--- src/rtl/dyt_mem_arbiter_if.sv ---
// Requester and SRAM-side signal bundle for dyt_mem_arbiter.
// The arbiter takes the slave view; the fetch/memory stages plus the SRAM take the master view.
interface dyt_mem_arbiter_if #(
   parameter int ADDR_W = 32
);
   logic              i_ren;
   logic [ADDR_W-1:0] i_addr;
   logic              i_gnt;
   logic [31:0]       i_rdata;

   logic              d_ren;
   logic              d_wen;
   logic [ADDR_W-1:0] d_addr;
   logic [1:0]        d_size;
   logic              d_unsigned;
   logic [31:0]       d_wdata;
   logic              d_gnt;
   logic              d_err;
   logic [31:0]       d_rdata;

   logic [ADDR_W-3:0] sram_addr;
   logic              sram_ren;
   logic              sram_wen;
   logic [3:0]        sram_be;
   logic [31:0]       sram_wdata;
   logic [31:0]       sram_rdata;

   modport slave (
      input  i_ren, i_addr,
      input  d_ren, d_wen, d_addr, d_size, d_unsigned, d_wdata,
      input  sram_rdata,
      output i_gnt, i_rdata,
      output d_gnt, d_err, d_rdata,
      output sram_addr, sram_ren, sram_wen, sram_be, sram_wdata
   );

   modport master (
      output i_ren, i_addr,
      output d_ren, d_wen, d_addr, d_size, d_unsigned, d_wdata,
      output sram_rdata,
      input  i_gnt, i_rdata,
      input  d_gnt, d_err, d_rdata,
      input  sram_addr, sram_ren, sram_wen, sram_be, sram_wdata
   );
endinterface

--- src/rtl/dyt_mem_arbiter.sv ---
// Two-requester arbiter for a single-port synchronous SRAM with byte-lane stores,
// sign/zero-extended sub-word loads and misalignment errors. READ_LAT must be 1..4.
module dyt_mem_arbiter #(
   parameter int ADDR_W   = 32,
   parameter int READ_LAT = 2,
   parameter int FAIR     = 1
) (
   input  logic               clk,
   input  logic               n_rst,
   dyt_mem_arbiter_if.slave   bus
);

   typedef enum logic [1:0] {
      IDLE    = 2'd0,
      RD_WAIT = 2'd1,
      WR_DONE = 2'd2,
      ERR     = 2'd3
   } state_t;

   localparam bit       FAIR_EN  = (FAIR != 0);
   localparam logic [1:0] CNT_LOAD = 2'(READ_LAT - 1);

   state_t            state_reg;
   logic [1:0]        cnt_reg;
   logic              last_d_reg;
   logic              owner_d_reg;
   logic [ADDR_W-1:0] addr_reg;
   logic [1:0]        size_reg;
   logic              unsigned_reg;

   logic              idle_act;
   logic              d_req;
   logic              pick_d;
   logic              pick_i;
   logic              misalign;
   logic              wr_issue;
   logic              rd_issue;
   logic              rd_done;
   logic [1:0]        off;
   logic [ADDR_W-3:0] win_waddr;
   logic [3:0]        be_vec;
   logic [31:0]       wdata_vec;
   logic [31:0]       shifted;
   logic [31:0]       load_ext;
   logic              unused_ok;

   // Issue logic is gated by n_rst so every strobe drops the moment reset asserts.
   assign idle_act  = (state_reg == IDLE) && n_rst;
   assign d_req     = bus.d_ren | bus.d_wen;
   assign pick_d    = idle_act && d_req && !(FAIR_EN && last_d_reg && bus.i_ren);
   assign pick_i    = idle_act && bus.i_ren && !pick_d;
   assign off       = bus.d_addr[1:0];
   assign misalign  = ((bus.d_size == 2'b01) && off[0]) || (bus.d_size[1] && (off != 2'b00));
   assign wr_issue  = pick_d && !misalign && bus.d_wen;
   assign rd_issue  = (pick_d && !misalign && !bus.d_wen) || pick_i;
   assign rd_done   = (state_reg == RD_WAIT) && (cnt_reg == 2'd0);
   assign win_waddr = pick_d ? bus.d_addr[ADDR_W-1:2] : bus.i_addr[ADDR_W-1:2];

   always_ff @(posedge clk or negedge n_rst) begin
      if (!n_rst) begin
         state_reg    <= IDLE;
         cnt_reg      <= 2'd0;
         last_d_reg   <= 1'b0;
         owner_d_reg  <= 1'b0;
         addr_reg     <= '0;
         size_reg     <= 2'b00;
         unsigned_reg <= 1'b0;
      end else begin
         case (state_reg)
            IDLE: begin
               if (pick_d || pick_i) begin
                  addr_reg     <= pick_d ? bus.d_addr : bus.i_addr;
                  size_reg     <= pick_d ? bus.d_size : 2'b10;
                  unsigned_reg <= pick_d & bus.d_unsigned;
                  owner_d_reg  <= pick_d;
                  if (pick_d && misalign) begin
                     state_reg <= ERR;
                  end else if (pick_d && bus.d_wen) begin
                     state_reg <= WR_DONE;
                  end else begin
                     state_reg <= RD_WAIT;
                     cnt_reg   <= CNT_LOAD;
                  end
               end
            end
            RD_WAIT: begin
               if (cnt_reg == 2'd0) begin
                  state_reg  <= IDLE;
                  last_d_reg <= owner_d_reg;
               end else begin
                  cnt_reg <= cnt_reg - 2'd1;
               end
            end
            WR_DONE, ERR: begin
               state_reg  <= IDLE;
               last_d_reg <= 1'b1;
            end
            default: state_reg <= IDLE;
         endcase
      end
   end

   // Per-lane store steering: the selected lanes all carry the same right-justified datum.
   genvar gi;
   generate
      for (gi = 0; gi < 4; gi++) begin : g_lane
         logic       lane_sel;
         logic [7:0] lane_byte;

         always_comb begin
            lane_sel  = 1'b1;
            lane_byte = bus.d_wdata[8*gi +: 8];
            case (bus.d_size)
               2'b00: begin
                  lane_sel  = (off == 2'(gi));
                  lane_byte = bus.d_wdata[7:0];
               end
               2'b01: begin
                  lane_sel  = (off[1] == 1'(gi / 2));
                  lane_byte = bus.d_wdata[8*(gi % 2) +: 8];
               end
               default: begin
                  lane_sel  = 1'b1;
                  lane_byte = bus.d_wdata[8*gi +: 8];
               end
            endcase
         end

         assign be_vec[gi]          = wr_issue & lane_sel;
         assign wdata_vec[8*gi +: 8] = wr_issue ? lane_byte : 8'h00;
      end
   endgenerate

   assign shifted = bus.sram_rdata >> {addr_reg[1:0], 3'b000};

   always_comb begin
      load_ext = shifted;
      case (size_reg)
         2'b00:   load_ext = unsigned_reg ? {24'h0, shifted[7:0]}  : {{24{shifted[7]}}, shifted[7:0]};
         2'b01:   load_ext = unsigned_reg ? {16'h0, shifted[15:0]} : {{16{shifted[15]}}, shifted[15:0]};
         default: load_ext = shifted;
      endcase
   end

   assign bus.sram_ren   = rd_issue;
   assign bus.sram_wen   = wr_issue;
   assign bus.sram_be    = be_vec;
   assign bus.sram_wdata = wdata_vec;
   assign bus.sram_addr  = (rd_issue || wr_issue)  ? win_waddr :
                           (state_reg == RD_WAIT)  ? addr_reg[ADDR_W-1:2] : '0;

   assign bus.i_gnt   = rd_done && !owner_d_reg;
   assign bus.i_rdata = (rd_done && !owner_d_reg) ? bus.sram_rdata : 32'h0;
   assign bus.d_gnt   = (rd_done && owner_d_reg) || (state_reg == WR_DONE) || (state_reg == ERR);
   assign bus.d_err   = (state_reg == ERR);
   assign bus.d_rdata = (rd_done && owner_d_reg) ? load_ext : 32'h0;

   // Instruction fetches are always whole words.
   assign unused_ok = ^bus.i_addr[1:0];

endmodule

--- src/flat_wrapper.sv ---
// flat-port wrapper written by rule: the top's interface ports become plain ports
module dyt_mem_arbiter_flat 
#(
   parameter int ADDR_W   = 32,
   parameter int READ_LAT = 2,
   parameter int FAIR     = 1
)
  (clk, n_rst, bus_i_ren, bus_i_addr, bus_d_ren, bus_d_wen, bus_d_addr, bus_d_size, bus_d_unsigned, bus_d_wdata, bus_sram_rdata, bus_i_gnt, bus_i_rdata, bus_d_gnt, bus_d_err, bus_d_rdata, bus_sram_addr, bus_sram_ren, bus_sram_wen, bus_sram_be, bus_sram_wdata);
  dyt_mem_arbiter_if #(.ADDR_W(ADDR_W)) bus_i ();
  input  logic clk;
  input  logic n_rst;
  input wire logic [$bits(bus_i.i_ren)-1:0] bus_i_ren;
  input wire logic [$bits(bus_i.i_addr)-1:0] bus_i_addr;
  input wire logic [$bits(bus_i.d_ren)-1:0] bus_d_ren;
  input wire logic [$bits(bus_i.d_wen)-1:0] bus_d_wen;
  input wire logic [$bits(bus_i.d_addr)-1:0] bus_d_addr;
  input wire logic [$bits(bus_i.d_size)-1:0] bus_d_size;
  input wire logic [$bits(bus_i.d_unsigned)-1:0] bus_d_unsigned;
  input wire logic [$bits(bus_i.d_wdata)-1:0] bus_d_wdata;
  input wire logic [$bits(bus_i.sram_rdata)-1:0] bus_sram_rdata;
  output wire logic [$bits(bus_i.i_gnt)-1:0] bus_i_gnt;
  output wire logic [$bits(bus_i.i_rdata)-1:0] bus_i_rdata;
  output wire logic [$bits(bus_i.d_gnt)-1:0] bus_d_gnt;
  output wire logic [$bits(bus_i.d_err)-1:0] bus_d_err;
  output wire logic [$bits(bus_i.d_rdata)-1:0] bus_d_rdata;
  output wire logic [$bits(bus_i.sram_addr)-1:0] bus_sram_addr;
  output wire logic [$bits(bus_i.sram_ren)-1:0] bus_sram_ren;
  output wire logic [$bits(bus_i.sram_wen)-1:0] bus_sram_wen;
  output wire logic [$bits(bus_i.sram_be)-1:0] bus_sram_be;
  output wire logic [$bits(bus_i.sram_wdata)-1:0] bus_sram_wdata;
  assign bus_i.i_ren = bus_i_ren;
  assign bus_i.i_addr = bus_i_addr;
  assign bus_i.d_ren = bus_d_ren;
  assign bus_i.d_wen = bus_d_wen;
  assign bus_i.d_addr = bus_d_addr;
  assign bus_i.d_size = bus_d_size;
  assign bus_i.d_unsigned = bus_d_unsigned;
  assign bus_i.d_wdata = bus_d_wdata;
  assign bus_i.sram_rdata = bus_sram_rdata;
  assign bus_i_gnt = bus_i.i_gnt;
  assign bus_i_rdata = bus_i.i_rdata;
  assign bus_d_gnt = bus_i.d_gnt;
  assign bus_d_err = bus_i.d_err;
  assign bus_d_rdata = bus_i.d_rdata;
  assign bus_sram_addr = bus_i.sram_addr;
  assign bus_sram_ren = bus_i.sram_ren;
  assign bus_sram_wen = bus_i.sram_wen;
  assign bus_sram_be = bus_i.sram_be;
  assign bus_sram_wdata = bus_i.sram_wdata;
  dyt_mem_arbiter #(.ADDR_W(ADDR_W), .READ_LAT(READ_LAT), .FAIR(FAIR)) u_core (.clk(clk), .n_rst(n_rst), .bus(bus_i));
endmodule
--- config.mk ---
export PLATFORM = sky130hd
export DESIGN_NAME = dyt_mem_arbiter_flat
export DESIGN_NICKNAME = d
export VERILOG_FILES = /design/src/rtl/dyt_mem_arbiter_if.sv /design/src/rtl/dyt_mem_arbiter.sv /design/src/flat_wrapper.sv
export SDC_FILE = /design/constraint.sdc
export NUM_CORES = 1
export LEC_CHECK = 0
export ABC_CLOCK_PERIOD_IN_PS = 3900
export BUFFER_PORTS_ARGS = -buffer_cell sky130_fd_sc_hd__buf_2
export CELL_PAD_IN_SITES_DETAIL_PLACEMENT = 2
export CELL_PAD_IN_SITES_GLOBAL_PLACEMENT = 2
export CORE_AREA = 2 2 134 136
export DETAILED_ROUTE_END_ITERATION = 6
export DIE_AREA = 0 0 136 138
export PLACE_DENSITY = 0.95
export SLEW_MARGIN = 20
export SYNTH_ARGS = -nofsm -noshare
export SYNTH_HDL_FRONTEND = slang
export SYNTH_SLANG_ARGS = --single-unit
export TNS_END_PERCENT = 1
--- constraint.sdc ---
create_clock -name clk -period 3.9 [get_ports clk]
set_input_delay 0.78 -clock clk [delete_from_list [all_inputs] [get_ports clk]]
set_output_delay 0.78 -clock clk [all_outputs]
set_load 0.005 [all_outputs]
==> results of run 1 <==
[cell type report]
type / count / area (um2)
Fill cell: 2159 / 12100
Multi-Input combinational cell: 410 / 2480
Timing Repair Buffer: 282 / 1440
Sequential cell: 41 / 1030
Tap cell: 229 / 287
Clock buffer: 5 / 125
Inverter: 5 / 18.8
Clock inverter: 3 / 17.5
Antenna cell: 1 / 2.50
[worst reg2reg max path, stage by stage (launching register included)]
cell     delay, ns
dfrtp_1       0.47
or3b_4        0.46
or2_4         0.48
mux2i_1       0.35
o21ai_1       0.11
[power by group]
group / switching [mW] / internal, mW
sequential: 0.155 / 0.627
clock: 0.181 / 0.235
combinational: 0.949 / 0.668
[worst max-delay path by stage]
| stage | from | end | slack, ns | cells past startpoint |
|---|---|---|---|---|
| after detailed placement | n_rst | bus_sram_addr[19] | 0.38 | 6 |
| after CTS | n_rst | bus_sram_addr[19] | 0.38 | 6 |
| after global routing | u_core.cnt_reg[0]$_DFFE_PN0P_ | bus_d_rdata[31] | 0.41 | 8 |
| final | bus_d_size[0] | bus_sram_addr[21] | 0.60 | 7 |
| after global placement | n_rst | bus_sram_addr[9] | 0.45 | 6 |
| after floorplan | bus_d_size[0] | bus_sram_wdata[11] | 1.08 | 7 |
[cells in the final DEF, fill, tap and decap left out, drive strengths merged]
cell type  synthesis  layout
a211oi            14      14
a21boi             1       1
a21o               9       9
a21oi             29      29
a221oi             1       1
a22o               2       2
a22oi              1       1
a311o              1       1
a31oi              2       2
and2              41      41
buf               14     282
clkbuf            26       5
clkinv             0       2
clkinvlp           0       1
dfrtp             41      41
diode              0       1
ha                 1       1
inv                5       5
mux2i             64      64
nand2             94      94
nand2b             4       4
nand3              1       1
nand3b             1       1
nand4b             1       1
nor2              35      35
nor2b             10      10
nor3               3       3
nor3b              1       1
nor4b              1       1
o211a              1       1
o211ai             2       2
o21ai             74      74
o21bai             1       1
o22ai              2       2
o2bb2ai            8       8
or2                3       3
or3b               2       2
[metrics by stage]
| step | worst slack (ns) | area (um2) | utilization (%) | total power [mW] |
|---|---|---|---|---|
| 4_1_cts | 0.379 | 5390 | 30.8 | 2.86 |
| 2_1_floorplan | 1.08 | 3720 | - | 1.77 |
| 3_3_place_gp | 0.451 | 5250 | 29.9 | 2.33 |
| 5_1_grt | 0.411 | 5400 | 30.8 | 3.07 |
| 3_5_place_dp | 0.378 | 5250 | 29.9 | 2.43 |
| 6_report | 0.601 | 5400 | 30.8 | 2.82 |
[cell families after synthesis]
logic type,Yosys count,share of synthesized area (%)
buffers and inverters,45,6.05
DFF,41,27.6
adders and majority gates,1,0.336
and+or+nand+nor,197,25.5
muxes,64,17.2
AOI/OAI and AO/OA,148,23.3
[layer usage]
metal	wire (um)	vias up	GRT usage (%)	part of all wire, %
met4	587	0	6.47	3.3
met2	9210	203	34.6	51
met5	0	-	0	0
met3	1440	35	4.51	8.0
li1	-	2217	-	-
met1	6700	2254	18.9	37
==> key figures, run 1 <==
GRT
  • Gr ovfl total: 0
  • First-pass GRT wire length: 27.3 mm
  • Vias in the first global route: 5085
  • Initial antenna violation count: 1
  • Largest net degree at the start of global routing: 61
  • Total track usage: 18.2%

Flow run
  • Maxcap violations: 0

Routing
  • DR iter-0 viols: 83
  • DR DRC count: 0
  • Antenna-violating nets left: 0
  • Drt pass-1 iters: 4
  • Post-DR wirelength/cell: 18.4 um
  • Total number of vias: about 4.7k
  • WL final: 17.9 mm
  • Via/cell ratio: 4.82

Logic synthesis
  • Register area share after synthesis: 27.6%
  • Synthesized net count: around 630
  • Most frequent cell after synthesis: nand2_1
  • Post-synth ARST share: 100%
  • Area of the mapped netlist: 0.00372 mm2
  • Netlist cell types: 43
  • Synth area leader: dfrtp_1
  • Cells after Synth: ~500
  • Area contributors post-synth: dfrtp_1, mux2i_1, nand2_1
  • Seq cells post-synth: 41
  • YS warnings: 0
  • Number of synthesized flops with an enable pin: 0
  • Ys flop type: dfrtp_1
  • Most frequent cells after synthesis: nand2_1, mux2i_1, o21ai_1
  • Avg Inst Size Synth: between 7 and 8 um2
  • Top-area cell type share of the netlist area: 27.6%

Setup path
  • Critical Path Source Type: input port
  • Critical path arrival: 2.52 ns
  • Worst r2r path cells: 4
  • Critical path type: in -> out
  • CP peak stage delay: slightly below 0.4 ns
  • Slowest library cell on the worst path: or2_1
  • CP Capture Type: output port
  • CP top delay family: buffers and inverters
  • R2R setup slack: 1.90 ns
  • Most frequent CP cell: buf_2
  • Worst-path cell chain: buf_2 -> or2_1 -> a22oi_1 -> o21ai_2 -> buf_4 -> o21ai_1 -> buf_2
  • Peak fanout along the critical path: 30
  • Reg2Reg Launch Point: u_core.state_reg[1]$_DFFE_PN0P_
  • Buf/Inv on CP: 3
  • Crit Reg-Reg Endpoint: u_core.addr_reg[21]$_DFFE_PN0P_
  • Required time worst endpoint: approximately 3.1 ns

Cells and area
  • Fin nets: 882
  • Layout cells sized above 1: 40.6%
  • Synth-to-Final Area Change: 45.1%
  • Post-Layout Cell Count: 976
  • Max FFs per register: 32

Floorplanning
  • Width of the die: 136 um
  • Cell Rows: 49
  • Total core area: 0.0175 mm2
  • Die H: roughly 140 um
  • Die area: 0.0188 mm2
  • Num ports: roughly 270
  • Initial core utilization: a little over a fifth

Place
  • # port buffers: 270
  • Dpl cells: 967
  • RePlAce Congestion: 0.885
  • Post-DP HPWL: between 10 and 15 mm

Clocking
  • Hold_buf cts: 0
  • Root buf cell: clkbuf_16
  • Postcts setup bufs: 0
  • CTS clk-pin slew, worst paths: 0.06 ns
  • Resized cells post-CTS: 0
  • Clock latency on the worst-skew pair: 0.29 ns
  • Max clock buf depth: 2
  • Clock sinks: between 40 and 50
  • H-tree Lvls: 2
  • CTS tree: done
  • Clock buffer count from CTS: 5

Worst hold path
  • Endpoint, Worst Hold: u_core.addr_reg[26]$_DFFE_PN0P_
  • Worst Hold Class: reg -> reg
  • Hold path startpoint: u_core.addr_reg[26]$_DFFE_PN0P_
  • Cell depth of the worst hold path: 2

Run status
  • Status: finished, final reports clean

Timing
  • RSZ-0062 raised after global routing: no
  • Worst Tran Pin Value: 0.677 ns
  • Hold slack: 0.489 ns
  • # setup viols final: 0
  • Period utilization: 84.6%
  • Fmax: 303 MHz
  • Post-route minimum period: 3.30 ns
  • Setup TNS: 0 ns
  • Pins Over Slew Limit: 0
  • Slew headroom: 54.9%
  • Final Hold Viols: 0
  • Worst Clk Skew: 0.00895 ns

Power and ir drop
  • P_leak: 3.15 nW
  • Worst vdd ir: 0.187 mV
  • Pwr dens: 521 mW/mm2
Power figures use the tool's default switching activity.
==> inputs of run 2 (changes only) <==
ABC_AREA = 1   (was default)
ABC_CLOCK_PERIOD_IN_PS = 2800   (was 3900)
CORE_AREA = 2 2 158 160   (was 2 2 134 136)
DIE_AREA = 0 0 160 162   (was 0 0 136 138)
PLACE_DENSITY = 0.88   (was 0.95)
clock period = 2.8 ns   (was 3.9 ns; I/O delays follow)
==> run 2 against run 1 <==
Against the previous run: synthesized area increased by 9.0%; sequential share of layout area decreased by 1.8 points; sequential cell count unchanged; setup slack got worse by 0.39 ns; die area increased by 38%; cell area increased by 10%; sequential power increased by 36%; critical path depth increased by 2; largest power group unchanged; highest routed layer unchanged.
==> key figures, run 2 <==
Run status
  • Status: finished, final reports clean

Cells and area
  • Commonest cells after routing, fill and taps aside: nand2_1, buf_2, nor2_1
  • Max FFs per register: 32
  • Fin nets: 1153
  • Layout cells sized above 1: 30.5%
  • Synth-to-Final Area Change: 46.7%
  • Fill cells: 3106
  • Design area: 0.00595 mm2
  • Post-Layout Cell Count: ~1.3k
  • Commonest non-fill, non-tap cell in the layout: nand2_1

Power and ir drop
  • P_leak: roughly 3.8 nW
  • Psw: roughly 2.3 mW
  • Clock power frac: 14.6%
  • Seq pwr share: 22.9%
  • Combinational power share: 62.5%
  • Total internal power: 2.30 mW
  • Pwr dens: 779 mW/mm2
  • Power Total: 4.64 mW
  • Worst vdd ir: about 0.3 mV
  • Switching portion of total power: about half

Clocking
  • H-tree Lvls: 2
  • Postcts setup bufs: 0
  • Root buf cell: clkbuf_16
  • CTS clk-pin slew, worst paths: ~0.07 ns
  • Hold_buf cts: 0
  • Clock buffer count from CTS: 5
  • Clock sinks: 41
  • Resized cells post-CTS: 0
  • Max clock buf depth: 2
  • Clock latency on the worst-skew pair: just under 0.3 ns
  • CTS tree: done

Place
  • Dpl cells: 1333
  • # port buffers: 270
  • Post-DP HPWL: approximately 17 mm
  • Placed cell area: just under 0.006 mm2
  • RePlAce Congestion: 0.808

Logic synthesis
  • Number of synthesized flops with an enable pin: 0
  • YS warnings: 0
  • Seq cells post-synth: 41
  • Most frequent cell after synthesis: nand2_1
  • Avg Inst Size Synth: approximately 5.3 um2
  • Most frequent cells after synthesis: nand2_1, nor2_1, a21oi_1
  • Synthesized net count: approximately 910
  • Ys flop type: dfrtp_1
  • Top-area cell type share of the netlist area: 34.7%
  • Area contributors post-synth: nand2_1, dfrtp_1, a21oi_1
  • Netlist cell types: 26
  • Area of the mapped netlist: 0.00406 mm2
  • Register area share after synthesis: 25.3%
  • Post-synth ARST share: between 90% and 100%
  • Cells after Synth: ~770
  • Synth area leader: nand2_1

Setup path
  • R2R setup slack: 0.98 ns
  • Critical path arrival: just over 2 ns
  • Crit Reg-Reg Endpoint: u_core.state_reg[0]$_DFFE_PN0P_
  • Reg2Reg Launch Point: u_core.state_reg[1]$_DFFE_PN0P_
  • Worst r2r path cells: 7
  • Critical Path Source Type: input port
  • Critical path type: in -> out
  • Peak fanout along the critical path: 36
  • Crit path to: bus_sram_wdata[4]
  • CP startpoint: bus_d_size[1]
  • Required time worst endpoint: 2.24 ns
  • CP Capture Type: output port

Timing
  • Post-route minimum period: between 2 and 3 ns
  • Setup TNS: 0 ns
  • Worst Clk Skew: 0.00606 ns
  • Slew headroom: 56.4%
  • Period utilization: approximately 90%
  • Final Hold Viols: 0
  • Hold slack: 0.432 ns
  • Pins Over Slew Limit: 0
  • Worst Tran Pin Value: 0.654 ns
  • # setup viols final: 0
  • Fmax: 387 MHz
  • RSZ-0062 raised after global routing: no

GRT
  • GRT Max-Usage Layer: met2
  • Vias in the first global route: roughly 6.3k
  • First-pass GRT wire length: around 34 mm
  • Gr ovfl total: 0
  • M2 GR Usage: a little under a third
  • Largest net degree at the start of global routing: between 40 and 50
  • Total track usage: 15.9%
  • Met3 global-route usage: about 2.7%
  • Initial antenna violation count: 0
  • Met1 Usage GRT: 19.0%

Floorplanning
  • Width of the die: between 150 and 200 um
  • Num ports: 271
  • Die area: 0.0259 mm2
  • Cell Rows: between 50 and 60
  • Initial core utilization: between 15 and 20%
  • Total core area: 0.0241 mm2
  • Die H: 162 um

Routing
  • WL final: 21.3 mm
  • DR iter-0 viols: between 150 and 200
  • Post-DR wirelength/cell: 15.9 um
  • Via/cell ratio: roughly 4.4
  • DR DRC count: 0
  • Drt pass-1 iters: 4
  • Total number of vias: 5846
  • Antenna-violating nets left: 0

Flow run
  • Maxcap violations: 0

Worst hold path
  • Worst Hold Class: in -> async
## run 2: worst min-delay path by stage
stage	from	end	slack, ns
floorplan	n_rst	u_core.addr_reg[0]$_DFFE_PN0P_	0.26
global placement	u_core.addr_reg[9]$_DFFE_PN0P_	u_core.addr_reg[9]$_DFFE_PN0P_	0.46
detailed placement	u_core.addr_reg[30]$_DFFE_PN0P_	u_core.addr_reg[30]$_DFFE_PN0P_	0.47
CTS	n_rst	u_core.addr_reg[5]$_DFFE_PN0P_	0.46
global route	n_rst	u_core.addr_reg[7]$_DFFE_PN0P_	0.48
finish	n_rst	u_core.addr_reg[5]$_DFFE_PN0P_	0.43
## run 2: metrics by stage
step	worst slack (ns)	util (%)
after detailed placement	0.221	23.9
after floorplan	0.762	-
after CTS	0.0273	24.6
final	0.215	24.7
after global placement	0.353	23.9
after global routing	0.0526	24.7
## run 2: metal layers
layer / vias up / share of wire [%]
met5: - / 0
met1: 2805 / 43
met4: 0 / 1.4
met3: 20 / 5.0
li1: 2841 / -
met2: 180 / 51
## run 2: power groups by stage
stage / registers, mW / clock network, mW / logic [mW]
5_1_grt: 1.10 / 0.715 / 3.30
3_3_place_gp: 1.05 / 0 / 2.82
4_1_cts: 1.06 / 0.694 / 2.95
3_5_place_dp: 1.07 / 0 / 2.93
6_report: 1.06 / 0.676 / 2.90
2_1_floorplan: 0.993 / 0 / 1.80
## run 2: layout make-up
cell class              count  area, um2  area share, %
diodes                      1       2.50         0.0420
clock buffers               6        129           2.17
clock inverters             2       38.8          0.652
inverters                  78        295           4.96
multi-input cells         605       2540           42.7
flip-flops and latches     41       1030           17.2
well taps                 324        405           6.81
repair buffers            285       1510           25.4
## run 2: kinds of logic after synthesis
family                   Yosys count  share of synthesized area [%]
AND/OR/NAND/NOR                  490                           47.1
AO/OA/AOI/OAI                    114                           14.9
flip-flops                        41                           25.3
buffers and inverters            123                           12.3
adder cells (fa/ha/maj)            1                          0.308
## run 2: critical path: stages
cell     delay [ns]
buf_2          0.21
inv_1          0.11
nand2_1        0.10
nand2_1        0.12
nand2_2        0.14
nor2_4         0.05
inv_2          0.45
nor2_1         0.11
buf_2          0.16
